===== src/rtl/pcm_tdm_decoder_if.sv =====
// pcm_tdm_decoder_if
//   Groups the line-side inputs and decoded outputs of pcm_tdm_decoder.
//   master: the line/stimulus side. It drives bit_en, sdi, fsync and slot_sel,
//           and observes the decoded outputs.
//   slave : the decoder side. It consumes the line inputs and drives
//           pcm_code, lin_out, dac_out, valid and locked.
interface pcm_tdm_decoder_if #(
  parameter int NSLOT = 32
);
  logic                     bit_en;
  logic                     sdi;
  logic                     fsync;
  logic [$clog2(NSLOT)-1:0] slot_sel;
  logic [7:0]               pcm_code;
  logic [12:0]              lin_out;
  logic [7:0]               dac_out;
  logic                     valid;
  logic                     locked;

  modport master (
    output bit_en, sdi, fsync, slot_sel,
    input  pcm_code, lin_out, dac_out, valid, locked
  );

  modport slave (
    input  bit_en, sdi, fsync, slot_sel,
    output pcm_code, lin_out, dac_out, valid, locked
  );
endinterface


===== src/rtl/pcm_tdm_decoder.sv =====
// pcm_tdm_decoder
//   Recovers frame alignment from a serial TDM PCM stream of 8-bit A-law words
//   sent MSB first. It extracts one selected timeslot per frame, expands the
//   A-law code to 13-bit signed linear, and also gives the result as 8-bit
//   offset binary for a DAC.
// Ports
//   sys_clk  : system clock, rising edge
//   reset    : asynchronous, active-high
//   bus      : pcm_tdm_decoder_if.slave
//              inputs : bit_en strobe, sdi, fsync, slot_sel
//              outputs: pcm_code (received line code), lin_out, dac_out,
//                       valid (one-cycle pulse), locked
module pcm_tdm_decoder #(
  parameter int NSLOT       = 32,
  parameter int MISS_MAX    = 3,
  parameter int INVERT_EVEN = 1
) (
  input logic              sys_clk,
  input logic              reset,
  pcm_tdm_decoder_if.slave bus
);

  localparam int SW = $clog2(NSLOT);
  localparam int BW = SW + 3;
  localparam int MW = $clog2(MISS_MAX + 1);
  localparam logic [BW-1:0] FRAME_LAST = BW'(NSLOT * 8 - 1);
  localparam logic [MW-1:0] MISS_LAST  = MW'(MISS_MAX - 1);
  localparam logic [7:0]    INV_MASK   = (INVERT_EVEN != 0) ? 8'h55 : 8'h00;

  typedef enum logic {HUNT, LOCKED} state_t;

  state_t          state_q, state_d;
  logic [BW-1:0]   bidx_q, bidx_d;
  logic [MW-1:0]   miss_q, miss_d;
  logic [SW-1:0]   slot_q, slot_d;
  logic [7:0]      shift_q, shift_d;
  logic [7:0]      pcm_q, pcm_d;
  logic [12:0]     lin_q, lin_d;
  logic [7:0]      dac_q, dac_d;
  logic            valid_q, valid_d;

  logic [7:0]      word;
  logic [7:0]      code;
  logic [11:0]     mag;
  logic [12:0]     linNew;
  logic [7:0]      dacNew;
  logic            process;
  logic [BW-1:0]   curIdx;
  logic [SW-1:0]   curSlot;

  // A-law expansion of the word that would complete with the current sdi bit.
  // The segment value adds the implicit leading one above the mantissa, except
  // in segment 0. The code's sign bit set means a positive sample.
  always_comb begin
    word   = {shift_q[6:0], bus.sdi};
    code   = word ^ INV_MASK;
    mag    = '0;
    if (code[6:4] == 3'd0) begin
      mag = {7'd0, code[3:0], 1'b1};
    end else begin
      mag = 12'({1'b1, code[3:0], 1'b1}) << (code[6:4] - 3'd1);
    end
    linNew = code[7] ? {1'b0, mag} : (13'd0 - {1'b0, mag});
    dacNew = {~linNew[12], linNew[11:5]};
  end

  // Next-state logic.
  // Every bit of state moves only on bit_en cycles; the one exception is the
  // valid pulse, which drops back after a single cycle.
  // A boundary bit that takes the miss count to its limit is not processed.
  // It sends the block back to HUNT instead.
  always_comb begin
    state_d = state_q;
    bidx_d  = bidx_q;
    miss_d  = miss_q;
    slot_d  = slot_q;
    shift_d = shift_q;
    pcm_d   = pcm_q;
    lin_d   = lin_q;
    dac_d   = dac_q;
    valid_d = 1'b0;
    process = 1'b0;
    curIdx  = bidx_q;
    curSlot = slot_q;

    if (bus.bit_en) begin
      case (state_q)
        HUNT: begin
          if (bus.fsync) begin
            state_d = LOCKED;
            process = 1'b1;
            curIdx  = '0;
            miss_d  = '0;
          end
        end
        LOCKED: begin
          process = 1'b1;
          if (bidx_q == '0) begin
            if (bus.fsync) begin
              miss_d = '0;
            end else if (miss_q == MISS_LAST) begin
              state_d = HUNT;
              process = 1'b0;
              miss_d  = '0;
              bidx_d  = '0;
              shift_d = '0;
            end else begin
              miss_d = miss_q + MW'(1);
            end
          end
        end
        default: state_d = HUNT;
      endcase
    end

    if (process) begin
      // The slot is re-latched at frame bit 0, and that same bit already uses the new value.
      if (curIdx == '0) begin
        slot_d  = bus.slot_sel;
        curSlot = bus.slot_sel;
      end
      bidx_d = (curIdx == FRAME_LAST) ? '0 : curIdx + BW'(1);
      if (curIdx[BW-1:3] == curSlot) begin
        shift_d = word;
        if (curIdx[2:0] == 3'd7) begin
          pcm_d   = word;
          lin_d   = linNew;
          dac_d   = dacNew;
          valid_d = 1'b1;
        end
      end
    end
  end

  // State and output registers.
  // The DAC output resets to midscale, not to zero.
  always_ff @(posedge sys_clk or posedge reset) begin
    if (reset) begin
      state_q <= HUNT;
      bidx_q  <= '0;
      miss_q  <= '0;
      slot_q  <= '0;
      shift_q <= '0;
      pcm_q   <= '0;
      lin_q   <= '0;
      dac_q   <= 8'h80;
      valid_q <= 1'b0;
    end else begin
      state_q <= state_d;
      bidx_q  <= bidx_d;
      miss_q  <= miss_d;
      slot_q  <= slot_d;
      shift_q <= shift_d;
      pcm_q   <= pcm_d;
      lin_q   <= lin_d;
      dac_q   <= dac_d;
      valid_q <= valid_d;
    end
  end

  assign bus.pcm_code = pcm_q;
  assign bus.lin_out  = lin_q;
  assign bus.dac_out  = dac_q;
  assign bus.valid    = valid_q;
  assign bus.locked   = (state_q == LOCKED);

endmodule


===== src/flat_wrapper.sv =====
// flat-port wrapper written by rule: the top's interface ports become plain ports
module pcm_tdm_decoder_flat 
#(
  parameter int NSLOT       = 32,
  parameter int MISS_MAX    = 3,
  parameter int INVERT_EVEN = 1
)
  (sys_clk, reset, bus_bit_en, bus_sdi, bus_fsync, bus_slot_sel, bus_pcm_code, bus_lin_out, bus_dac_out, bus_valid, bus_locked);
  pcm_tdm_decoder_if #(.NSLOT(NSLOT)) bus_i ();
  input logic sys_clk;
  input logic reset;
  input wire logic [$bits(bus_i.bit_en)-1:0] bus_bit_en;
  input wire logic [$bits(bus_i.sdi)-1:0] bus_sdi;
  input wire logic [$bits(bus_i.fsync)-1:0] bus_fsync;
  input wire logic [$bits(bus_i.slot_sel)-1:0] bus_slot_sel;
  output wire logic [$bits(bus_i.pcm_code)-1:0] bus_pcm_code;
  output wire logic [$bits(bus_i.lin_out)-1:0] bus_lin_out;
  output wire logic [$bits(bus_i.dac_out)-1:0] bus_dac_out;
  output wire logic [$bits(bus_i.valid)-1:0] bus_valid;
  output wire logic [$bits(bus_i.locked)-1:0] bus_locked;
  assign bus_i.bit_en = bus_bit_en;
  assign bus_i.sdi = bus_sdi;
  assign bus_i.fsync = bus_fsync;
  assign bus_i.slot_sel = bus_slot_sel;
  assign bus_pcm_code = bus_i.pcm_code;
  assign bus_lin_out = bus_i.lin_out;
  assign bus_dac_out = bus_i.dac_out;
  assign bus_valid = bus_i.valid;
  assign bus_locked = bus_i.locked;
  pcm_tdm_decoder #(.NSLOT(NSLOT), .MISS_MAX(MISS_MAX), .INVERT_EVEN(INVERT_EVEN)) u_core (.sys_clk(sys_clk), .reset(reset), .bus(bus_i));
endmodule

===== config.mk =====
export PLATFORM = sky130hd
export DESIGN_NAME = pcm_tdm_decoder_flat
export DESIGN_NICKNAME = d
export VERILOG_FILES = /design/src/rtl/pcm_tdm_decoder_if.sv /design/src/rtl/pcm_tdm_decoder.sv /design/src/flat_wrapper.sv
export SDC_FILE = /design/constraint.sdc
export NUM_CORES = 1
export LEC_CHECK = 0
export CORE_UTILIZATION = 54
export CTS_CLUSTER_SIZE = 14
export DETAILED_ROUTE_END_ITERATION = 10
export GPL_TIMING_DRIVEN = 0
export PLACE_DENSITY = 0.78
export SKIP_LAST_GASP = 1
export SYNTH_ARGS = -nofsm -noshare
export SYNTH_HDL_FRONTEND = slang
export SYNTH_SLANG_ARGS = --single-unit
export TNS_END_PERCENT = 20

===== constraint.sdc =====
create_clock -name sys_clk -period 4.3 [get_ports sys_clk]
set_input_delay 0.43 -clock sys_clk [delete_from_list [all_inputs] [get_ports sys_clk]]
set_output_delay 0.43 -clock sys_clk [all_outputs]
set_load 0.01 [all_outputs]

==> qor.csv, run 1 <==
metric,value,unit
run_status,"complete, no violations",
h-tree-depth,2,
gp_congestion,0.919,
cts.clk_slew.worst_paths,0.10,ns
powerDensity,409,nW/um^2
reg2reg_slack,0.55,ns
cp.required,4.51,ns
whs,0.457,ns
first_pass_iters,5,
ir_drop,0.260,mV
ios,41,
finalCritPeriodShare,87.2,%
nets,393,
cp-start-kind,register,
synth_flop_cell,dfrtp_1,
dieHeight,78.2,um
finalCoreUtilization,67.3,%
synth_fp_nets,345,
post_cts_buffers,0,
initialDrtViolationCount,210,
synth_top_family_by_area,compound AO/OA/AOI/OAI gates,
synthAdderAreaFrac,2.80,%
synth_area,3130,um^2
maxSlewViolCount,0,
wl,7180,um
async_flop_share,100,%
cp_max_fo,10,
grt.total_usage,25.3,%
avgRoutedWirePerCell,16.0,um
cts_tree,built,
fin_crit,3.75,ns
clock_latency,0.31,ns
hold_violations,0,
fin_cells,449,
die_w,78.2,um
port_buffers,40,
layout-drive-gt1-share,15.4,%
worstMarginPinSlew,0.700,ns
path_class,register to register,
synthCells,328,
cts.hold.buffers_added,0,
synth_cell_types,61,
cts.sinks,46,
rr_worst_depth,12,
max-clock-path-buffers,2,
worstPathArrival,3.95,ns
overflow,0,
antenna_found_initial,0,
root_buffer,clkbuf_8,
area_growth,19.1,%
fin_area,3730,um^2
vias,2670,
die_area,6110,um^2
n_antenna_cell,0,
reg2reg_to,u_core.bus.dac_out[5],
min_path_type,input port to asynchronous set/reset pin,
skew,0.0122,ns
place_inst,441,
final_common_cell,dfrtp_1,
drv_cap,0,
grt_pass1_wl,12100,um
regToRegStartpoint,u_core.shift_q[3],
cp-end-kind,register,
relSlewSlack,53.0,%
yosysWarnings,0,
start_util,56.5,%
viasPerCell,5.95,
max_freq,267,MHz
final.setup.tns,0,ns
dp_hpwl,5540,um
avgSynthCellArea,9.55,um^2
rsz0062_at_grt,no,
core-area,5540,um^2
ant_nets,0,
synthXorXnorAreaFrac,2.80,%
grt_max_degree,26,
synth_compound_area_share,18.4,%
post-route-drc-count,0,
synth-seq-area-share,36.8,%
synth_seq_cells,46,
yosys.area_share.simple,17.9,%
grt_pass1_vias,2449,
numCtsBuffers,5,
placed_cell_area,3640,um^2
fp-row-count,27,
most-common-layout-cells,"45 x dfrtp_1, 40 x clkdlybuf4s50_1, 27 x mux2_2",
cts-resized-gates,0,
final-setup-viol-count,0,
synth.area.mux_share,14.3,%
synth_edf_count,0,
power_leakage,1.60,nW
nFillCells,483,
-- state kept, by name, indices dropped and copies added, names as in the netlist --
| signal | count |
|---|---|
| u_core.slot_q | 5 |
| u_core.bus.lin_out | 6 |
| u_core.bus.dac_out | 8 |
| u_core.bus.pcm_code | 8 |
| u_core.shift_q | 7 |
| u_core.bidx_q | 8 |
| u_core.bus.locked | 1 |
| u_core.bus.valid | 1 |
| u_core.miss_q | 2 |
-- Yosys cell counts (3+ instances only) --
library cell	instances	area, um^2
a21oi_1	13	65.1
clkbuf_1	15	56.3
nor4b_1	3	26.3
o21ai_0	17	85.1
nor4_4	3	63.8
o211ai_1	4	30.0
inv_1	21	78.8
nand2b_1	9	56.3
nand3b_1	3	22.5
a22o_1	5	43.8
dfrtp_1	45	1130
a31oi_1	4	25.0
a211oi_1	4	30.0
nor2_1	17	63.8
nor3b_1	4	30.0
xor2_1	5	43.8
buf_4	7	52.6
xnor2_1	5	43.8
mux2_2	27	304
mux2i_1	12	120
nor2b_1	3	18.8
ha_1	7	87.6
nand3_1	8	40.0
and2_1	3	18.8
nand2_1	24	90.1
o22ai_1	8	50.1
-- report_power, final --
part           total [mW]  internal (mW)  switching, mW
Clock               0.271          0.115          0.156
Sequential          0.571          0.502         0.0691
Combinational       0.684          0.309          0.375
-- worst max-delay path: stages, from the launching register on --
cell and delay (ns):
dfrtp_1 0.43, clkbuf_1 0.34, inv_1 0.24, ha_1 0.42, clkbuf_1 0.37, clkbuf_1 0.36, o22a_1 0.22, ha_1 0.19
inv_1 0.05, a211o_1 0.28, nor4b_1 0.33, o22ai_1 0.14, mux2_2 0.28
-- final cells by class --
cell class	instances	area, um^2	area share (%)
Timing Repair Buffer	41	420	11.3
Multi-Input combinational cell	235	1760	47.2
Sequential cell	46	1150	30.9
Clock buffer	5	68.8	1.84
Inverter	21	78.8	2.11
Buffer	26	141	3.79
Clock inverter	3	18.8	0.503
Tap cell	72	90.1	2.41
-- worst max-delay path by stage --
stage | from | to | slack, ns | cells after the start
4_1_cts | u_core.shift_q[3] | u_core.bus.dac_out[5] | 0.57 | 12
2_1_floorplan | u_core.shift_q[3] | u_core.bus.dac_out[5] | 1.20 | 12
6_report | u_core.shift_q[3] | u_core.bus.dac_out[5] | 0.55 | 12
3_3_place_gp | u_core.shift_q[3] | u_core.bus.dac_out[5] | 0.66 | 12
5_1_grt | u_core.shift_q[3] | u_core.bus.dac_out[5] | 0.33 | 12
3_5_place_dp | u_core.shift_q[3] | u_core.bus.dac_out[5] | 0.61 | 12
-- stage by stage --
step | worst slack [ns] | power, mW
final | 0.551 | 1.53
after global routing | 0.326 | 1.62
after CTS | 0.573 | 1.53
after detailed placement | 0.614 | 1.25
after global placement | 0.655 | 1.23
after floorplan | 1.20 | 1.07
-- cells by family (layout without fill, tap and decap cells) --
group           after synthesis  count (layout)
flops                        46              46
fa+ha+maj                     7               7
buf+inv                      47              96
xor+xnor                     10              10
compound gates               83              83
mux                          41              41
simple gates                 94              94
-- routing by layer --
layer	vias up	track usage [%]	wire [um]
met4	0	5.93	82
met1	1290	36.3	3400
met3	8	4.19	351
li1	1292	-	-
met5	-	0	0
met2	80	40.1	3350
Power figures use the tool's default switching activity.
==> run 2: changes to the inputs <==
--- a/config.mk
+++ b/config.mk
@@ -10,6 +10,7 @@
 export DETAILED_ROUTE_END_ITERATION = 10
 export GPL_TIMING_DRIVEN = 0
 export PLACE_DENSITY = 0.78
+export RECOVER_POWER = 50
 export SKIP_LAST_GASP = 1
 export SYNTH_ARGS = -nofsm -noshare
 export SYNTH_HDL_FRONTEND = slang
==> run 2 against run 1 <==
Net effect: final area down 0.44%; critical path depth did not move; sequential power barely moved; final cell count unchanged; flip-flop and latch count unchanged; combinational power about the same; utilization down 0.29 points; power is 0.24% lower; hold slack improved by 0.018 ns; worst setup slack got worse by 0.0065 ns; largest cell class unchanged.
==> qor.csv, run 2 (synthesized netlist as in run 1, its figures left out) <==
metric,value,unit
maxSlewViolCount,0,
ant_nets,0,
power_leakage,1.65,nW
numCtsBuffers,5,
finalCritPeriodShare,87.3,%
start_util,56.5,%
avgRoutedWirePerCell,15.9,um
swShare,39.4,%
antenna_found_initial,0,
wl,7130,um
cts.sinks,46,
most-common-layout-cells,"45 x dfrtp_1, 27 x mux2_2, 24 x nand2_1, 24 x clkdlybuf4s50_1, 21 x inv_1",
final_common_cell,dfrtp_1,
port_buffers,40,
nFillCells,486,
min_path_type,register to register,
grt_pass1_wl,12100,um
cts_tree,built,
vias,2686,
run_status,"complete, no violations",
post-route-drc-count,0,
path_class,register to register,
power.switching,0.600,mW
cp_slowest_stage_delay,0.43,ns
hold_violations,0,
p_int,0.922,mW
root_buffer,clkbuf_8,
clock_latency,0.31,ns
die_w,78.2,um
cts.hold.buffers_added,0,
dieHeight,78.2,um
p_clk_share,17.8,%
h-tree-depth,2,
n_antenna_cell,0,
cp-end-kind,register,
initialDrtViolationCount,193,
dp_hpwl,5540,um
gp_congestion,0.919,
power_frac_comb,44.7,%
ios,41,
max-clock-path-buffers,2,
die_area,6110,um^2
cts-resized-gates,0,
finalCoreUtilization,67.1,%
cp.required,4.51,ns
crit_buf_inv,5,
cp_common_cell,clkbuf_1,
ir_drop,0.260,mV
path_cells,"clkbuf_1, inv_1, ha_1, clkbuf_1, clkbuf_1, o22a_1, ha_1, inv_1, a211o_1, nor4b_1, o22ai_1, mux2_2",
whs,0.475,ns
cts.clk_slew.worst_paths,0.10,ns
share_seq_of_total_power,37.5,%
fp-row-count,27,
grt.total_usage,25.3,%
core-area,5540,um^2
overflow,0,
skew,0.0133,ns
grt_max_degree,26,
rsz0062_at_grt,no,
relSlewSlack,9.87,%
cp-start-kind,register,
powerDensity,410,nW/um^2
cp_max_fo,10,
drv_cap,0,
area_growth,18.6,%
first_pass_iters,4,
final.setup.tns,0,ns
nets,393,
cp_top_family,buffers and inverters,
layout-drive-gt1-share,14.9,%
final-setup-viol-count,0,
grt_pass1_vias,2449,
viasPerCell,5.98,
critPathSlowestCell,dfrtp_1,
worstPathArrival,3.96,ns
max_freq,266,MHz
post_cts_buffers,0,
fin_crit,3.76,ns
worstMarginPinSlew,1.35,ns
run 2: cell types whose count changed in the layout (fill, tap and decap cells not counted):
cell / before / now
clkdlybuf4s50_1: 40 / 24
dlygate4sd3_1: 0 / 16
buf_12: 1 / 0
clkbuf_1: 15 / 16
inv_1: 20 / 21
inv_2: 1 / 0
run 2: final timing paths:
path / start / to / slack [ns] / depth (start not counted)
max reg2reg: u_core.shift_q[3] / u_core.bus.dac_out[5] / 0.54 / 12
min: u_core.bus.dac_out[7] / u_core.bus.dac_out[7] / 0.47 / 2
min in group asynchronous: reset / u_core.bus.lin_out[12] / 0.71 / 2
min reg2reg: u_core.bus.dac_out[7] / u_core.bus.dac_out[7] / 0.47 / 2
max: u_core.shift_q[3] / u_core.bus.dac_out[5] / 0.54 / 12
max in group asynchronous: reset / u_core.bidx_q[3] / 1.87 / 3
run 2: stage by stage:
step | setup WS (ns) | cells | cell area, um^2 | power (mW)
after global placement | 0.655 | 440 | 3620 | 1.23
after global routing | 0.326 | 449 | 3710 | 1.62
after CTS | 0.573 | 449 | 3730 | 1.53
after detailed placement | 0.614 | 441 | 3640 | 1.25
final | 0.545 | 449 | 3710 | 1.52
after floorplan | 1.20 | 328 | 3130 | 1.07
run 2: tightest hold or removal path, delay by kind of cell, from the launching register on:
family	cells	cell delay, ns
muxes	1	0.05
DFF	1	0.38
buffers and inverters	1	0.04
run 2: metal layers:
metal | part of all wire, % | track usage, % | wire length, um
met5 | 0 | 0 | 0
met4 | 1.2 | 5.93 | 89
met3 | 4.4 | 4.19 | 316
met2 | 46 | 40.1 | 3310
met1 | 48 | 36.3 | 3410
run 2: layout make-up:
cell class	count	area (um^2)	area share, %
buffer	26	141	3.81
clock buffer	5	68.8	1.85
clock inverter	3	18.8	0.505
inverter	21	78.8	2.12
multi-input combinational	235	1760	47.4
sequential	46	1150	31.0
tap	72	90.1	2.43
timing repair buffer	41	404	10.9
run 2: power groups by stage:
| stage | clock [mW] | sequential [mW] | combinational (mW) |
|---|---|---|---|
| floorplan | 0 | 0.567 | 0.505 |
| finish | 0.271 | 0.571 | 0.681 |
| CTS | 0.276 | 0.570 | 0.679 |
| detailed placement | 0 | 0.579 | 0.673 |
| global placement | 0 | 0.576 | 0.657 |
| global route | 0.296 | 0.582 | 0.741 |
==> RTL edit 1, RTL diff (config.mk and constraints of run 2) <==
`INVERT_EVEN` is set to 1 in 2 places; all go to 0.
--- a/src/rtl/pcm_tdm_decoder.sv
+++ b/src/rtl/pcm_tdm_decoder.sv
@@ -13,7 +13,7 @@
 module pcm_tdm_decoder #(
   parameter int NSLOT       = 32,
   parameter int MISS_MAX    = 3,
-  parameter int INVERT_EVEN = 1
+  parameter int INVERT_EVEN = 0
 ) (
   input logic              sys_clk,
   input logic              reset,
--- a/src/flat_wrapper.sv
+++ b/src/flat_wrapper.sv
@@ -3,7 +3,7 @@
 #(
   parameter int NSLOT       = 32,
   parameter int MISS_MAX    = 3,
-  parameter int INVERT_EVEN = 1
+  parameter int INVERT_EVEN = 0
 )
   (sys_clk, reset, bus_bit_en, bus_sdi, bus_fsync, bus_slot_sel, bus_pcm_code, bus_lin_out, bus_dac_out, bus_valid, bus_locked);
   pcm_tdm_decoder_if #(.NSLOT(NSLOT)) bus_i ();
Behaviour: not the same (Yosys sat finds a counterexample within 10 cycles, from zero or initial values and one cycle with reset high).
==> RTL edit 1 against run 2 <==
  * The flow now finishes with violations (capacitance limit, slew limit)
  * Final cell count increased by 3.6%
  * Clock skew decreased by 5.1 ps
  * Maximum frequency decreased by 8.4%
  * Total power decreased by 4.6%
  * Combinational power decreased by 20%
  * Area after synthesis increased by 2.3%
  * Sequential share of layout area decreased by 0.93 points
  * Sequential cell count unchanged
  * Worst setup slack got worse by 340 ps
  * Routed wire length increased by 8.8%
  * Critical path depth increased by 2
  * Final area increased by 3.1%
  * Utilization increased by 1.2 points
  * Critical path type is now input pin to flop
==> RTL edit 1: results (changes against run 2) <==
- Share of layout cells above drive strength 1: 15.0% (was 14.9%)
- Detailed Route Iter0 Violations: 260 (was 193)
- Filler cells: 461 (was 486)
- Static Leak: 1.69 nW (was 1.65 nW)
- Drt pass-1 iters: 5 (was 4)
- Worst slack at placement: -197 ps (was 614 ps)
- Signal buf overhead: 14.4% (was 14.7%)
- First-pass GRT wire length: 13100 µm (was 12100 µm)
- Placed cells: 458 (was 441)
- Layout Skew: 8.20 ps (was 13.3 ps)
- Seq area share: 30.1% (was 31.0%)
- Inverter count: 23 (was 21)
- Met1 global-route usage: 35.8% (was 36.3%)
- VDD IR max: 0.000204 V (was 0.000260 V)
- Cells after Synth: 345 (was 328)
- Met3 Use GR: 4.37% (was 4.19%)
- Comb_multi_in: 250 (was 235)
- Violated checks: capacitance limit, slew limit
- Non-clock buffer count: 66 (was 67)
- Run status: complete, but fails checks (was complete, no violations)
- R2R depth: 13 (was 12)
- Vias in the first global route: 2728 (was 2449)
- Max stage delay on crit path: 590 ps (was 430 ps)
- Max-Cap Viols: 1 (was 0)
- Final Max Slew Viols: 37 (was 0)
- Gpl congestion: 0.950 (was 0.919)
- Largest net degree at the start of global routing: 37 (was 26)
- Clock power frac: 22.9% (was 17.8%)
- Vias: 2923 (was 2686)
[RTL edit 1: per-stage QoR]
| stage | area [µm²] | total power, W | TNS [ps] |
|---|---|---|---|
| floorplan | 3210 | 0.000957 | 0 |
| global placement | 3700 | 0.00110 | -1250 |
| detailed placement | 3720 | 0.00112 | -2200 |
| CTS | 3840 | 0.00146 | 0 |
| global route | 3830 | 0.00153 | 0 |
| finish | 3830 | 0.00145 | 0 |
[RTL edit 1: worst register-to-register path, stage by stage (launching register included)]
cell and delay (ps):
dfrtp_1 460, clkbuf_2 250, clkbuf_2 270, inv_1 140
ha_1 390, clkbuf_1 250, buf_1 310, a221oi_4 410
ha_1 230, inv_1 40, a221oi_1 380, o2111a_1 350
a21oi_1 120, mux2_2 290
[RTL edit 1: cells by family after synthesis]
family | after synthesis | share of synthesized area, %
AOI/OAI and AO/OA | 109 | 23.4
DFF | 46 | 35.9
xor gates and xnor gates | 5 | 1.37
muxes | 34 | 12.6
and+or+nand+nor | 95 | 16.4
adders and majority gates | 7 | 2.73
buffers and inverters | 49 | 7.61
[RTL edit 1: repair_timing]
| action | 4_1_cts | 5_1_grt |
|---|---|---|
| setup endpoints to repair | 6 | 20 |
| resized for setup | 1 | 5 |
| buffers inserted | 0 | 0 |
[RTL edit 1: path summary, 6_finish.rpt]
check	endpoint	slack [ps]
hold / removal	u_core.bus.dac_out[7]	490
min in group asynchronous	u_core.miss_q[0]	530
hold reg to reg	u_core.bus.dac_out[7]	490
setup / recovery	u_core.bus.pcm_code[0]	200
max in group asynchronous	u_core.bus.pcm_code[0]	1640
setup reg to reg	u_core.bus.lin_out[12]	320
[RTL edit 1: routing by layer]
metal  part of all wire [%]  vias to the layer above
li1                       -                     1372
met1                     45                     1405
met2                     47                      128
met3                    6.1                       18
met4                    1.9                        0
met5                      0                        -
==> RTL edit 2, RTL diff (settings of run 2) <==
Without the edit above. Take the reset off `shift_q` and load it in a clocked block of its own.
--- a/src/rtl/pcm_tdm_decoder.sv
+++ b/src/rtl/pcm_tdm_decoder.sv
@@ -140,7 +140,6 @@
       bidx_q  <= '0;
       miss_q  <= '0;
       slot_q  <= '0;
-      shift_q <= '0;
       pcm_q   <= '0;
       lin_q   <= '0;
       dac_q   <= 8'h80;
@@ -150,12 +149,15 @@
       bidx_q  <= bidx_d;
       miss_q  <= miss_d;
       slot_q  <= slot_d;
-      shift_q <= shift_d;
       pcm_q   <= pcm_d;
       lin_q   <= lin_d;
       dac_q   <= dac_d;
       valid_q <= valid_d;
     end
+  end
+
+  always_ff @(posedge sys_clk) begin
+    shift_q <= shift_d;
   end
 
   assign bus.pcm_code = pcm_q;
Behaviour: same outputs for any inputs over 4 cycles, from zero or initial values and one cycle with reset high; that may be too few to reach the edited logic, so the function may still have changed.
==> RTL edit 2 against run 2 <==
  * Total power down 1.9%
  * Routed wire length increased by 1.4%
  * Highest routed layer unchanged
  * Final area grew 0.67%
  * Area after synthesis is 1.5% higher
  * Sequential cell count unchanged
  * Sequential power barely moved
  * Global-route usage down 0.41 points
  * Worst setup slack worse by 330 ps
  * Critical endpoint is now u_core.bus.lin_out[0]
==> RTL edit 2: results (changes against run 2) <==
- # port buffers: 38 (was 40)
- Synth cell count leaders: dfrtp_1 (38), nand2_1 (30), inv_1 (24) (was dfrtp_1 (45), mux2_2 (27), nand2_1 (24))
- Worst Hold Class: flop to flop (unchanged)
- DRT Wirelength: 7230 µm (was 7130 µm)
- Post-detail-place hpwl: 5390 µm (was 5540 µm)
- Hold Path Origin: u_core.shift_q[4] (was u_core.bus.dac_out[7])
- Seq power: 0.000570 W (was 0.000571 W)
- Vias in the first global route: 2624 (was 2449)
- Non-clock buffer count: 64 (was 67)
- Post-Synth XOR/XNOR Area: 2.48% (was 2.80%)
- Max stage delay on crit path: 480 ps (was 430 ps)
- Antenna violations before repair: 0 (unchanged)
- Metal3 WL: 402 µm (was 316 µm)
- Inverter count: 25 (was 21)
- Detailed Route Iter0 Violations: 173 (was 193)
- Worst path slowest cell: dfrtp_1 (unchanged)
- CTS H-Tree Depth: 2 (unchanged)
- Gr usage total: 24.9% (was 25.3%)
- Compound-Gate Fraction of Synth Area: 20.3% (was 18.4%)
- CTS root buf: clkbuf_8 (unchanged)
- Fraction of area in multi-input gates: 48.3% (was 47.4%)
- Comb_multi_in: 241 (was 235)
- Adder-cell share of the synthesized area: 2.75% (was 2.80%)
- Gpl congestion: 0.947 (was 0.919)
- Synth unique cells: 67 (was 61)
- Worst path arrival time: 4280 ps (was 3960 ps)
- Mux share of post-synthesis cell area: 13.6% (was 14.3%)
- Relative max-transition margin: 2.52% (was 9.87%)
- Filler cells: 485 (was 486)
- Placed cells: 448 (was 441)
- Layout Skew: 7.77 ps (was 13.3 ps)
- Syn nets: 355 (was 345)
- Crit path max-delay family: simple AND/OR/NAND/NOR gates (was buffers and inverters)
- Largest net degree at the start of global routing: 40 (was 26)
- Fraction of the yosys area taken by sequential cells: 35.1% (was 36.8%)
- First-pass GRT wire length: 12200 µm (was 12100 µm)
- Met2 wire len: 3450 µm (was 3310 µm)
- Worst setup path startpoint: u_core.bus.locked (was u_core.shift_q[3])
- Setup Fix Bufs, Post-CTS: 0 (unchanged)
- Vias: 2716 (was 2686)
- P_clk: 0.000278 W (was 0.000271 W)
- Drt pass-1 iters: 5 (was 4)
- M1 WL: 3250 µm (was 3410 µm)
- Seq Cell Count: 46 (unchanged)
- Ys flop type: dfrtp_1 (unchanged)
- VDD IR max: 0.000244 V (was 0.000260 V)
- Layout Nets: 400 (was 393)
- Run status: complete, no violations (unchanged)
- Seq area share: 29.9% (was 31.0%)
- Cells after Synth: 338 (was 328)
- Post_cts resized: 0 (unchanged)
- Synth top area cells: dfrtp_1 (30%), mux2_4 (8.0%), dfxtp_1 (4.4%) (was dfrtp_1 (36%), mux2_2 (9.7%), mux2i_1 (3.8%))
- Vias per cell: 5.96 (was 5.98)
- Pint: 0.000897 W (was 0.000922 W)
- Static Leak: 1.65 nW (about the same)
- Share of layout cells above drive strength 1: 13.8% (was 14.9%)
- Signal buf overhead: 14.4% (was 14.7%)
- Clk tree area frac: 2.41% (was 2.36%)
- Ys async rst share: 84.8% (was 100%)
[RTL edit 2: final timing paths]
check	slack, ps	end	cells after the start
max	220	u_core.bus.lin_out[0]	14
min	490	u_core.shift_q[4]	2
max reg2reg	220	u_core.bus.lin_out[0]	14
min reg2reg	490	u_core.shift_q[4]	2
max in group asynchronous	2450	u_core.bus.pcm_code[7]	2
min in group asynchronous	980	u_core.bus.valid	2
[RTL edit 2: through the flow]
stage          util [%]  setup WS, ps  area (µm²)  power (W)
2_1_floorplan         -           642        3180    0.00106
3_3_place_gp       65.5           176        3650    0.00120
3_5_place_dp       65.5           125        3650    0.00122
4_1_cts            67.1           253        3740    0.00150
5_1_grt            67.1          4.33        3740    0.00159
6_report           67.1           220        3740    0.00149
[RTL edit 2: layer usage]
layer	vias up	GRT usage [%]
met3	13	4.25
met5	-	0
met2	88	41.7
met1	1296	32.1
met4	0	9.26
li1	1319	-
